File: config.mk
export PLATFORM = sky130hd
export DESIGN_NAME = movement_control
export DESIGN_NICKNAME = d
export VERILOG_FILES = /design/src/rtl/movement_control.sv
export SDC_FILE = /design/constraint.sdc
export NUM_CORES = 1
export LEC_CHECK = 0
export BUFFER_PORTS_ARGS = -buffer_cell sky130_fd_sc_hd__buf_2
export CAP_MARGIN = 20
export CORE_MARGIN = 1
export CORE_UTILIZATION = 38
export DETAILED_ROUTE_END_ITERATION = 8
export GPL_ROUTABILITY_DRIVEN = 1
export PLACE_DENSITY_LB_ADDON = 0.2
export REMOVE_ABC_BUFFERS = 1
export SLEW_MARGIN = 20
export SYNTH_ARGS = -nofsm -noshare
export SYNTH_HDL_FRONTEND = slang
export SYNTH_SLANG_ARGS = --single-unit
File: constraint.sdc
create_clock -name clk -period 2.16 [get_ports clk]
set_input_delay 0.108 -clock clk [delete_from_list [all_inputs] [get_ports clk]]
set_output_delay 0.108 -clock clk [all_outputs]
set_load 0.005 [all_outputs]
File: src/rtl/movement_control.sv
`default_nettype none
// ============================================================================
// Module   : movement_control
// Purpose  : Per-frame sequencer for the movement datapath. Erases, moves and
//            redraws the bird and then the player crosshair once per frame
//            tick, driving the datapath control code and PorB object select.
// Revision : 1.0 - initial release
// ============================================================================
module movement_control #(
    parameter int FRAME_CYCLES = 833333,
    parameter int P_STEP       = 2,
    parameter int B_STEP       = 1,
    parameter int TIMEOUT      = 4095
) (
    input  logic       clk,
    input  logic       reset,
    input  logic       done,
    input  logic       p_left,
    input  logic       p_right,
    input  logic       p_up,
    input  logic       p_down,
    input  logic       b_left,
    input  logic       b_right,
    input  logic       b_up,
    input  logic       b_down,
    input  logic       bird_active,
    output logic [3:0] control,
    output logic       PorB,
    output logic       frame_start,
    output logic       overrun,
    output logic       timeout_err
);

    localparam int c_FRAME_W = $clog2(FRAME_CYCLES);
    localparam int c_WAIT_W  = $clog2(TIMEOUT);

    localparam logic [c_FRAME_W-1:0] c_FRAME_LAST = c_FRAME_W'(FRAME_CYCLES - 1);
    localparam logic [c_WAIT_W-1:0]  c_WAIT_LAST  = c_WAIT_W'(TIMEOUT - 1);
    localparam logic [2:0]           c_P_LAST     = 3'(P_STEP - 1);
    localparam logic [2:0]           c_B_LAST     = 3'(B_STEP - 1);

    // State encodings double as the datapath control codes.
    typedef enum logic [3:0] {
        S_PREHOLD = 4'b0100,
        S_HOLD    = 4'b0000,
        S_CLEAR   = 4'b0001,
        S_LEFT    = 4'b0011,
        S_RIGHT   = 4'b0010,
        S_DOWN    = 4'b0110,
        S_UP      = 4'b0111,
        S_DRAW    = 4'b0101
    } state_t;

    state_t                 r_state;
    state_t                 w_next_state;
    logic [c_FRAME_W-1:0]   r_frame_cnt;
    logic [c_WAIT_W-1:0]    r_wait;
    logic [2:0]             r_step;
    logic [3:0]             r_snap_p;       // {left, right, up, down}
    logic [3:0]             r_snap_b;       // {left, right, up, down}
    logic                   r_porb;
    logic                   r_pending;
    logic                   r_frame_start;
    logic                   r_overrun;
    logic                   r_timeout_err;

    logic                   w_tick;
    logic                   w_next_porb;
    logic                   w_start;
    logic                   w_timeout;
    logic                   w_in_dir;
    logic                   w_step_done;
    logic [3:0]             w_dir;
    logic                   w_en_left;
    logic                   w_en_right;
    logic                   w_en_up;
    logic                   w_en_down;
    state_t                 w_from_clear;
    state_t                 w_from_left;
    state_t                 w_from_right;
    state_t                 w_from_up;

    assign w_tick = (r_frame_cnt == c_FRAME_LAST);

    // Active object's snapshot; an opposing pair cancels both directions.
    assign w_dir      = r_porb ? r_snap_b : r_snap_p;
    assign w_en_left  = w_dir[3] & ~w_dir[2];
    assign w_en_right = w_dir[2] & ~w_dir[3];
    assign w_en_up    = w_dir[1] & ~w_dir[0];
    assign w_en_down  = w_dir[0] & ~w_dir[1];

    // Next move in LEFT, RIGHT, UP, DOWN order, skipping disabled ones.
    assign w_from_up    = w_en_down  ? S_DOWN  : S_DRAW;
    assign w_from_right = w_en_up    ? S_UP    : w_from_up;
    assign w_from_left  = w_en_right ? S_RIGHT : w_from_right;
    assign w_from_clear = w_en_left  ? S_LEFT  : w_from_left;

    assign w_in_dir    = (r_state == S_LEFT) || (r_state == S_RIGHT) ||
                         (r_state == S_UP)   || (r_state == S_DOWN);
    assign w_step_done = (r_step == (r_porb ? c_B_LAST : c_P_LAST));

    // Next-state and transition strobes.
    always_comb begin
        w_next_state = r_state;
        w_next_porb  = r_porb;
        w_start      = 1'b0;
        w_timeout    = 1'b0;
        case (r_state)
            S_PREHOLD: w_next_state = S_HOLD;
            S_HOLD: begin
                if (w_tick || r_pending) begin
                    w_next_state = S_CLEAR;
                    w_start      = 1'b1;
                    w_next_porb  = bird_active;
                end
            end
            S_CLEAR: begin
                if (done) begin
                    w_next_state = w_from_clear;
                end else if (r_wait == c_WAIT_LAST) begin
                    w_next_state = S_HOLD;
                    w_timeout    = 1'b1;
                    w_next_porb  = 1'b0;
                end
            end
            S_LEFT:  if (w_step_done) w_next_state = w_from_left;
            S_RIGHT: if (w_step_done) w_next_state = w_from_right;
            S_UP:    if (w_step_done) w_next_state = w_from_up;
            S_DOWN:  if (w_step_done) w_next_state = S_DRAW;
            S_DRAW: begin
                if (done) begin
                    if (r_porb) begin
                        w_next_state = S_CLEAR;
                        w_next_porb  = 1'b0;
                    end else begin
                        w_next_state = S_HOLD;
                    end
                end else if (r_wait == c_WAIT_LAST) begin
                    w_next_state = S_HOLD;
                    w_timeout    = 1'b1;
                    w_next_porb  = 1'b0;
                end
            end
            default: w_next_state = S_HOLD;
        endcase
    end

    // Free-running frame counter; wraps once per frame.
    always_ff @(posedge clk or posedge reset) begin
        if (reset) begin
            r_frame_cnt <= '0;
        end else if (w_tick) begin
            r_frame_cnt <= '0;
        end else begin
            r_frame_cnt <= r_frame_cnt + c_FRAME_W'(1);
        end
    end

    // State, object select, snapshots and per-state wait/step counters.
    always_ff @(posedge clk or posedge reset) begin
        if (reset) begin
            r_state       <= S_PREHOLD;
            r_porb        <= 1'b0;
            r_frame_start <= 1'b0;
            r_snap_p      <= '0;
            r_snap_b      <= '0;
            r_wait        <= '0;
            r_step        <= '0;
        end else begin
            r_state       <= w_next_state;
            r_porb        <= w_next_porb;
            r_frame_start <= w_start;
            if (w_start) begin
                r_snap_p <= {p_left, p_right, p_up, p_down};
                r_snap_b <= {b_left, b_right, b_up, b_down};
            end
            if (w_next_state != r_state) begin
                r_wait <= '0;
                r_step <= '0;
            end else begin
                if ((r_state == S_CLEAR) || (r_state == S_DRAW)) begin
                    r_wait <= r_wait + c_WAIT_W'(1);
                end
                if (w_in_dir) begin
                    r_step <= r_step + 3'd1;
                end
            end
        end
    end

    // One-deep tick queue plus sticky overrun and timeout flags.
    always_ff @(posedge clk or posedge reset) begin
        if (reset) begin
            r_pending     <= 1'b0;
            r_overrun     <= 1'b0;
            r_timeout_err <= 1'b0;
        end else begin
            if (w_tick && (r_state != S_HOLD)) begin
                r_pending <= 1'b1;
                if (r_pending) begin
                    r_overrun <= 1'b1;
                end
            end else if (w_start) begin
                r_pending <= 1'b0;
            end
            if (w_timeout) begin
                r_timeout_err <= 1'b1;
            end
        end
    end

    assign control     = r_state;
    assign PorB        = r_porb;
    assign frame_start = r_frame_start;
    assign overrun     = r_overrun;
    assign timeout_err = r_timeout_err;

endmodule
`default_nettype wire

# After elaboration in Yosys (flattened, before gate mapping)
# Cells that the tools add are included.
# Widths: inputs -> output; s select.
word_totals:
  word_cells: 82
  romBits: 0
  n_memories: 0
  ramBits: 0
  inputBits: 12
  latchBits: 0
  output_inout_bits: 8
  ff_bits: 52
op_classes:
  magnitude_cmp: 0
  reduce_logical: 15
  bitwise_logic: 8
  add_sub_neg: 3
  div: 0
  eq_ne: 12
  shift: 0
  multipliers: 0
  mux: 33
ops:
  columns: ["op", "n"]
  rows:
  - ["$mux 4", 9]
  - ["$pmux 4 s7", 1]
  - ["$mux 12", 2]
  - ["$add 20x1->20 const B", 1]
  - ["$eq 20x20->1 const B", 1]
  - ["$mux 20", 1]
  - ["$mux 1", 13]
  - ["$add 12x1->12 const B", 1]
  - ["$eq 12x12->1 const B", 1]
  - ["$eq 4x3->1 const B", 3]
  - ["$mux 3", 4]
  - ["$eq 4x2->1 const B", 2]
  - ["$reduce_bool 2->1", 3]
  - ["$logic_or 1x1->1", 5]
  - ["$and 1x1->1", 4]
  - ["$eq 4x1->1 const B", 1]
  - ["$logic_not 4->1", 1]
  - ["$mux 2", 2]
  - ["$ne 2x2->1 const B", 2]
  - ["$ne 4x4->1", 1]
  - ["$not 1->1", 4]
  - ["$reduce_bool 4->1", 1]
  - ["$add 3x1->3 const B", 1]
  - ["$eq 3x1->1", 1]
  - ["other kinds (6)", 6]

# Depth between registers and ports, before layout
# Gate-level depths: netlist of the first run.
logic_depth:
  depth_word: 11
  mapped_depth: 10
  ltp_nobuf: 8

# Worst setup path after synthesis of the first run
# Ideal clock, no wire load.
synth_timing:
  kind: "flip-flop to flip-flop"
  from: "register r_porb, in the netlist PorB"
  to: "register r_wait[5]"
  synth_period_minus_slack_ns: 2.362
  setup_slack_ns: -0.202
  t_required_ns: 2.026
  n_path_buf: 2
  setup_ns: 0.134
  stages_incl_launch_ff: 10
  t_arrival_ns: 2.228
  cell_sequence: "dfrtp_1 -> buf_4 -> mux2_2 -> ha_1 -> mux2_4 -> a2111oi_2 -> o22ai_1 -> nand2_1 -> buf_4 -> a211oi_1"
synth_via:
  elab_chain_len: 11
  elab_cells_between_ends: 26
  classes_between: "eq/ne (2); mux (15); bitwise (8); reduce/logical (1)"
synth_lines:
  columns: ["element", "line", "rtl"]
  rows:
  - ["from (decl)", "61", "logic r_porb;"]
  - ["from (signal assigned)", "171", "r_porb <= w_next_porb;"]
  - ["$mux 4", "86", "assign w_dir = r_porb ? r_snap_b : r_snap_p;"]
  - ["$not 1->1", "90", "assign w_en_down = w_dir[0] & ~w_dir[1];"]
  - ["$and 1x1->1", "90", null]
  - ["$mux 2", "93", "assign w_from_up = w_en_down ? S_DOWN : S_DRAW;"]
  - ["$mux 2", "94", "assign w_from_right = w_en_up ? S_UP : w_from_up;"]
  - ["$mux 3", "95", "assign w_from_left = w_en_right ? S_RIGHT : w_from_right;"]
  - ["$mux 3", "96", "assign w_from_clear = w_en_left ? S_LEFT : w_from_left;"]
  - ["$mux 4", "118", "if (done) begin"]
  - ["$pmux 4 s7 (*)", "108", "case (r_state)"]
  - ["$ne 4x4->1 (*)", "177", "if (w_next_state != r_state) begin"]
  - ["$mux 12 or $reduce_bool 2->1 (tied branches)", null, null]
  - ["to (signal assigned)", "182", "r_wait <= r_wait + c_WAIT_W'(1);"]
  - ["to (decl)", "57", "logic [c_WAIT_W-1:0] r_wait;"]
# Every way passes the cells marked *; elsewhere a longest branch is shown, timed or not.
# A chain may end at the register's enable or synchronous reset.

# Final worst setup path of the first run
layout_timing:
  from: "register r_porb, in the netlist PorB"
  to: "register r_step[0]"
layout_via:
  elab_chain_len: 11
  elab_cells_between_ends: 26
  classes_between: "eq/ne (2); mux (15); bitwise (8); reduce/logical (1)"
layout_lines:
  columns: ["element", "line", "rtl"]
  rows:
  - ["$mux 4", "86", null]
  - ["$not 1->1", "90", null]
  - ["$and 1x1->1", "90", null]
  - ["$mux 2", "93", null]
  - ["$mux 2", "94", null]
  - ["$mux 3", "95", null]
  - ["$mux 3", "96", null]
  - ["$mux 4", "118", null]
  - ["$pmux 4 s7 (*)", "108", null]
  - ["$ne 4x4->1 (*)", "177", null]
  - ["$mux 3 or $reduce_bool 2->1 (tied branches)", null, null]
  - ["to (signal assigned)", "185", "r_step <= r_step + 3'd1;"]
  - ["to (decl)", "58", "logic [2:0] r_step;"]
# Marks and branches as above.

==> results of run 1 <==
## area by class of cell
class,count,area (um^2)
Inverter,12,45.0
Timing Repair Buffer,48,360
Tap cell,99,124
Clock inverter,2,38.8
Fill cell,686,3730
Clock buffer,6,72.6
Sequential cell,52,1300
Multi-Input combinational cell,199,1650
## cells by family (layout without fill, tap and decap cells)
kind of cell / count (synthesis) / count (layout) / synth area share [%]
other: 1 / 1 / 0.129
buffers and inverters: 23 / 68 / 4.30
adder cells (fa/ha/maj): 8 / 8 / 3.44
AND/OR/NAND/NOR: 104 / 104 / 21.0
multiplexers: 16 / 16 / 6.11
XOR/XNOR: 29 / 29 / 8.99
AO/OA/AOI/OAI: 41 / 41 / 11.2
flip-flops: 52 / 52 / 44.8
## registers in the layout, summed over array words and instances (netlist names)
register,cells
r_wait,12
r_step,3
control,4
frame_start,1
r_frame_cnt,20
timeout_err,1
PorB,1
overrun,1
r_snap_b,4
r_pending,1
r_snap_p,4
## what timing repair did
action                                  CTS  global route
hold buffers                              3             0
pin swaps                                10            15
gates cloned                              0             0
buffers inserted                          4             0
endpoints found under the setup margin   16            23
gates resized for setup                  21            17
hold endpoints to repair                 50             0
## power by group through the flow
| stage | combinational, uW | sequential, uW | clock, uW |
|---|---|---|---|
| floorplan | 41.3 | 1010 | 0 |
| global placement | 88.2 | 1000 | 0 |
| detailed placement | 88.2 | 1000 | 0 |
| finish | 110 | 985 | 685 |
| CTS | 107 | 984 | 716 |
| global route | 122 | 985 | 747 |
## layout by cell type, fill, tap and decap left out, types with 3 or more instances in the layout
cell / n
inv_1: 10
a211oi_2: 14
clkbuf_8: 5
ha_1: 5
dfrtp_1: 50
and4_1: 3
mux2i_1: 3
nor3_2: 4
nor2_1: 26
xor2_1: 14
xnor2_1: 14
nand2_1: 19
nand4_1: 4
mux2_2: 3
nand3_1: 10
dlygate4sd3_1: 3
mux2_1: 7
buf_4: 21
a21oi_1: 5
nor3_1: 3
and3_1: 6
buf_2: 19
o21ai_0: 3
## cell usage after synthesis, drive strengths merged (3+ instances only)
library cell and n:
a211oi 15, nand3 12, buf 10, and4 3, mux2i 5, nor4 5, nor3 7, mux2 11
ha 8, o21ai 3, xnor2 15, nand2 22, inv 12, a21oi 6, nand4 5, nor2 27
dfrtp 51, and3 6, xor2 14
## path summary, 6_finish.rpt
kind / start / end / depth (start not counted)
worst max-delay path: PorB$_DFFE_PP0P_ / r_step[0]$_DFFE_PP0P_ / 8
worst min-delay path: p_left / r_snap_p[3]$_DFFE_PP0P_ / 2
worst max register to register: PorB$_DFFE_PP0P_ / r_step[0]$_DFFE_PP0P_ / 8
worst min register to register: overrun$_DFFE_PP0P_ / overrun$_DFFE_PP0P_ / 1
max in group asynchronous: reset / PorB$_DFFE_PP0P_ / 4
min in group asynchronous: reset / r_frame_cnt[9]$_DFF_PP0_ / 4
## stage by stage
step                      hold slack, ps  area (um^2)  instances  TNS [ps]  worst slack (ps)
after floorplan                      243         2830        263     -3800              -269
final                               15.0         3600        418     -1360              -104
after detailed placement             328         3240        403     -2650              -190
after global routing                12.0         3600        418     -2700              -184
after global placement               323         3240        403      -952             -91.3
after CTS                           5.31         3520        418      -160             -18.7
## routing by layer
metal	up-vias	global-route usage, %	wire [um]
met5	-	0	0
met4	0	4.76	58
li1	1061	-	-
met2	39	29.1	2950
met3	7	3.60	206
met1	1057	22.5	2820
==> impl_metrics.ini, run 1 <==
[outcome]
status = complete, but fails checks
failed_checks = negative setup slack

[worst_setup_path]
crit_path_max_incr_delay_ps = 450
r2r_slack_ps = -100
worst-path-buf-inv = 1
cp.arrival_ps = 2460
setup.worst_path.start_class = flip-flop
worst-setup-path-type = flip-flop to flip-flop
required_ps = 2350
crit_chain = mux2_2 -> ha_2 -> mux2_4 -> a2111oi_4 -> o22ai_2 -> nand2_2 -> buf_6 -> a211oi_2
path_delay_family = multiplexers
crit_fanout = 6
worstSetupEndpointType = flip-flop
crit_slowest_cell = dfrtp_2

[logic_synthesis]
synthCells = 274
synth-edff-count = 0
ys_ff_latch = 52
synth_ff_type = dfrtp_1
ys_top_cells_by_area = dfrtp_1, xnor2_1, xor2_1, a211oi_1, nor2_1
synth_warnings = 0
async_flop_share_pct = 100
seq_area_frac_synth_pct = 44.8
yosysUniqueCellTypes = 65
syn_area_um2 = 2910
avgSynthCellArea_um2 = 10.6
synth_top_cell_by_area = dfrtp_1
yosysTopAreaCellShare_pct = 43.9

[timing]
relSlewSlack_pct = 56.9
clock_skew_ps = 8.53
finalSetupViolations = 16
min_period_over_period_pct = 105
setup_ws_ps = -104
rsz0062_at_grt = yes
worst_slew_pin_slew_ps = 647
final-hold-violation-count = 0
slew_violations = 0
period_minus_slack_ps = 2260
max_freq_mhz = 442

[run]
maxCapViolations = 0

[power]
power.share.combinational_pct = 6.2
ir_worst_vdd_mv = 0.253
powerDensity_nw_per_um2 = 495
p_sw_uw = 401
p_int_uw = 1380
p_seq_share_pct = 55.3
pwr-share-clk_pct = 38.5
leakage_uw = 0.00159
swShare_pct = 22.5
power_uw = 1780

[floorplan]
initial_core_util_pct = 39.7
rows = 31
die_h_um = 89.5
core-area_um2 = 7330
num_io_pins = 20
die_area_um2 = 8010
die_w_um = 89.5

[global_route]
grt_max_degree = 53
grt_pass1_vias = 2143
grt_first_pass_wirelength_um = 10500
grt-ovfl-total = 0
antenna_found_initial = 0
grt_use_total_pct = 17.3

[place]
gp_congestion = 0.860
hpwl_um = 4220
io_buffers = 19

[clock_tree]
cts_buffer_depth = 2
cts.sinks = 52
h-tree-depth = 2
root_buffer = clkbuf_8
cts_tree = yes
cts.clk_slew.worst_paths_ps = 100
cts_buffers = 5
clk_latency_ps = 310

[routing]
drc = 0
via_per_inst = 5.18
ant_nets = 0
drtIter0Drc = 135
dr.pass1.iters = 4
drt-total-wl_um = 6030
avgRoutedWirePerCell_um = 14.4
vias = 2164

[final_layout]
antenna_cells = 0
fin_util_pct = 49.1
layout-drive-gt1-share_pct = 33.2
syn_to_final_growth_pct = 23.7
nets = 338

[min_path]
holdCritPathClass = input port to flip-flop
Note: power is estimated with default switching activity, not from simulation.
==> run 2, diff against run 1 <==
Settings changed: CTS_BUF_LIST set to sky130_fd_sc_hd__clkbuf_2.
==> impl_metrics.ini, run 2 (synthesis gave the netlist of run 1 again) <==
[timing]
rsz0062_at_grt = yes
holdWs_ps = 325
setup_ws_ps = -41.9
period_minus_slack_ps = 2200
max_freq_mhz = 454
relSlewSlack_pct = 57.0
min_period_over_period_pct = 102
slew_violations = 0
finalSetupViolations = 15
final-hold-violation-count = 0
worst_slew_pin_slew_ps = 645
clock_skew_ps = 20.1

[clock_tree]
root_buffer = clkbuf_2
cts.sinks = 52
clk_latency_ps = 440
cts_tree = yes
h-tree-depth = 2
cts_buffers = 5
cts_buffer_depth = 2
cts.clk_slew.worst_paths_ps = 280

[routing]
ant_nets = 0
drtIter0Drc = 111
avgRoutedWirePerCell_um = 14.2
via_per_inst = 5.13
drc = 0
vias = 2179
dr.pass1.iters = 4
drt-total-wl_um = 6040

[global_route]
grt_first_pass_wirelength_um = 10500
grt_max_degree = 53
grt_pass1_vias = 2176
grt_use_total_pct = 17.2
antenna_found_initial = 0
grt-ovfl-total = 0

[final_layout]
syn_to_final_growth_pct = 22.8
largest_reg_flops = 20
reg.largest.list = r_frame_cnt: 20 flops, r_wait: 12 flops
seqCellArea_um2 = 1300
multi_input_area_um2 = 1600
layout_commonest_cell = dfrtp_1
layout-drive-gt1-share_pct = 30.1
nets = 345
layout_common_cells = dfrtp_1, nor2_1, buf_4
regMostFlops = r_frame_cnt
nFillCells = 696
antenna_cells = 0
fin_util_pct = 48.7

[worst_setup_path]
crit_fanout = 6
required_ps = 2510
worstSetupEndpointType = flip-flop
setup.worst_path.start_class = flip-flop
cp.arrival_ps = 2550
worst-setup-path-type = flip-flop to flip-flop

[floorplan]
initial_core_util_pct = 39.7
die_area_um2 = 8010
die_h_um = 89.5
rows = 31
core-area_um2 = 7330
die_w_um = 89.5
num_io_pins = 20

[run]
maxCapViolations = 0

[min_path]
holdCritPathClass = input port to asynchronous set/reset pin

[outcome]
status = complete, but fails checks
failed_checks = negative setup slack

[place]
io_buffers = 19
hpwl_um = 4220
gp_congestion = 0.860

[power]
ir_worst_vdd_mv = 0.263
leakage_uw = 0.00160
powerDensity_nw_per_um2 = 459
-- run 2: layout make-up --
cell class                      count  area share [%]
Multi-Input combinational cell    199            44.8
Tap cell                           99            3.47
Inverter                           12            1.26
Clock buffer                        6           0.841
Clock inverter                      2            1.09
Sequential cell                    52            36.5
Timing Repair Buffer               55            12.0
-- run 2: routing by layer --
metal / up-vias / wire length, um / GRT usage, %
li1: 1077 / - / -
met1: 1065 / 2920 / 22.8
met5: - / 0 / 0
met4: 0 / 51 / 4.76
met2: 30 / 2890 / 28.9
met3: 7 / 178 / 3.32
-- run 2: report_power, final --
part | total [uW] | internal, uW | switching (uW)
clock network | 533 | 205 | 327
logic | 117 | 58.9 | 58.2
registers | 987 | 980 | 7.20
total | 1640 | 1240 | 393
-- run 2: timing repair --
action | 4_1_cts | 5_1_grt
hold endpoints to repair | 61 | 0
buffers inserted | 2 | 1
resized for setup | 20 | 7
hold buffers | 11 | 0
pin swaps | 9 | 3
setup endpoints to repair | 16 | 25
-- run 2: worst paths after layout --
path                                           from                 endpoint  slack (ps)  depth (start not counted)
worst max-delay path               PorB$_DFFE_PP0P_    r_step[0]$_DFFE_PP0P_         -40                          9
worst min-delay path                          reset    r_wait[8]$_DFFE_PP0P_         330                          4
worst max register to register     PorB$_DFFE_PP0P_    r_step[0]$_DFFE_PP0P_         -40                          9
worst min register to register  overrun$_DFFE_PP0P_      overrun$_DFFE_PP0P_         500                          1
max in group asynchronous                     reset         PorB$_DFFE_PP0P_        1380                          4
min in group clk                            b_right  r_snap_b[2]$_DFFE_PP0P_         390                          3
-- run 2: critical path, stage by stage (launching register included) --
cell and delay [ps]:
dfrtp_2 510, buf_6 150, mux2i_4 190, ha_4 180, mux2_4 280, a2111oi_4 370, o22ai_2 160, nand2_2 110
buf_6 130, a211oi_2 40
-- run 2: metrics by stage --
step / TNS, ps / cell area [um^2] / std cells / power [uW] / setup slack, ps
after global placement: -952 / 3240 / 403 / 1090 / -91.3
after detailed placement: -2650 / 3240 / 403 / 1090 / -190
after floorplan: -3800 / 2830 / 263 / 1050 / -269
after CTS: -635 / 3530 / 424 / 1660 / -53.5
final: -432 / 3570 / 425 / 1640 / -41.9
after global routing: -1940 / 3570 / 425 / 1700 / -153
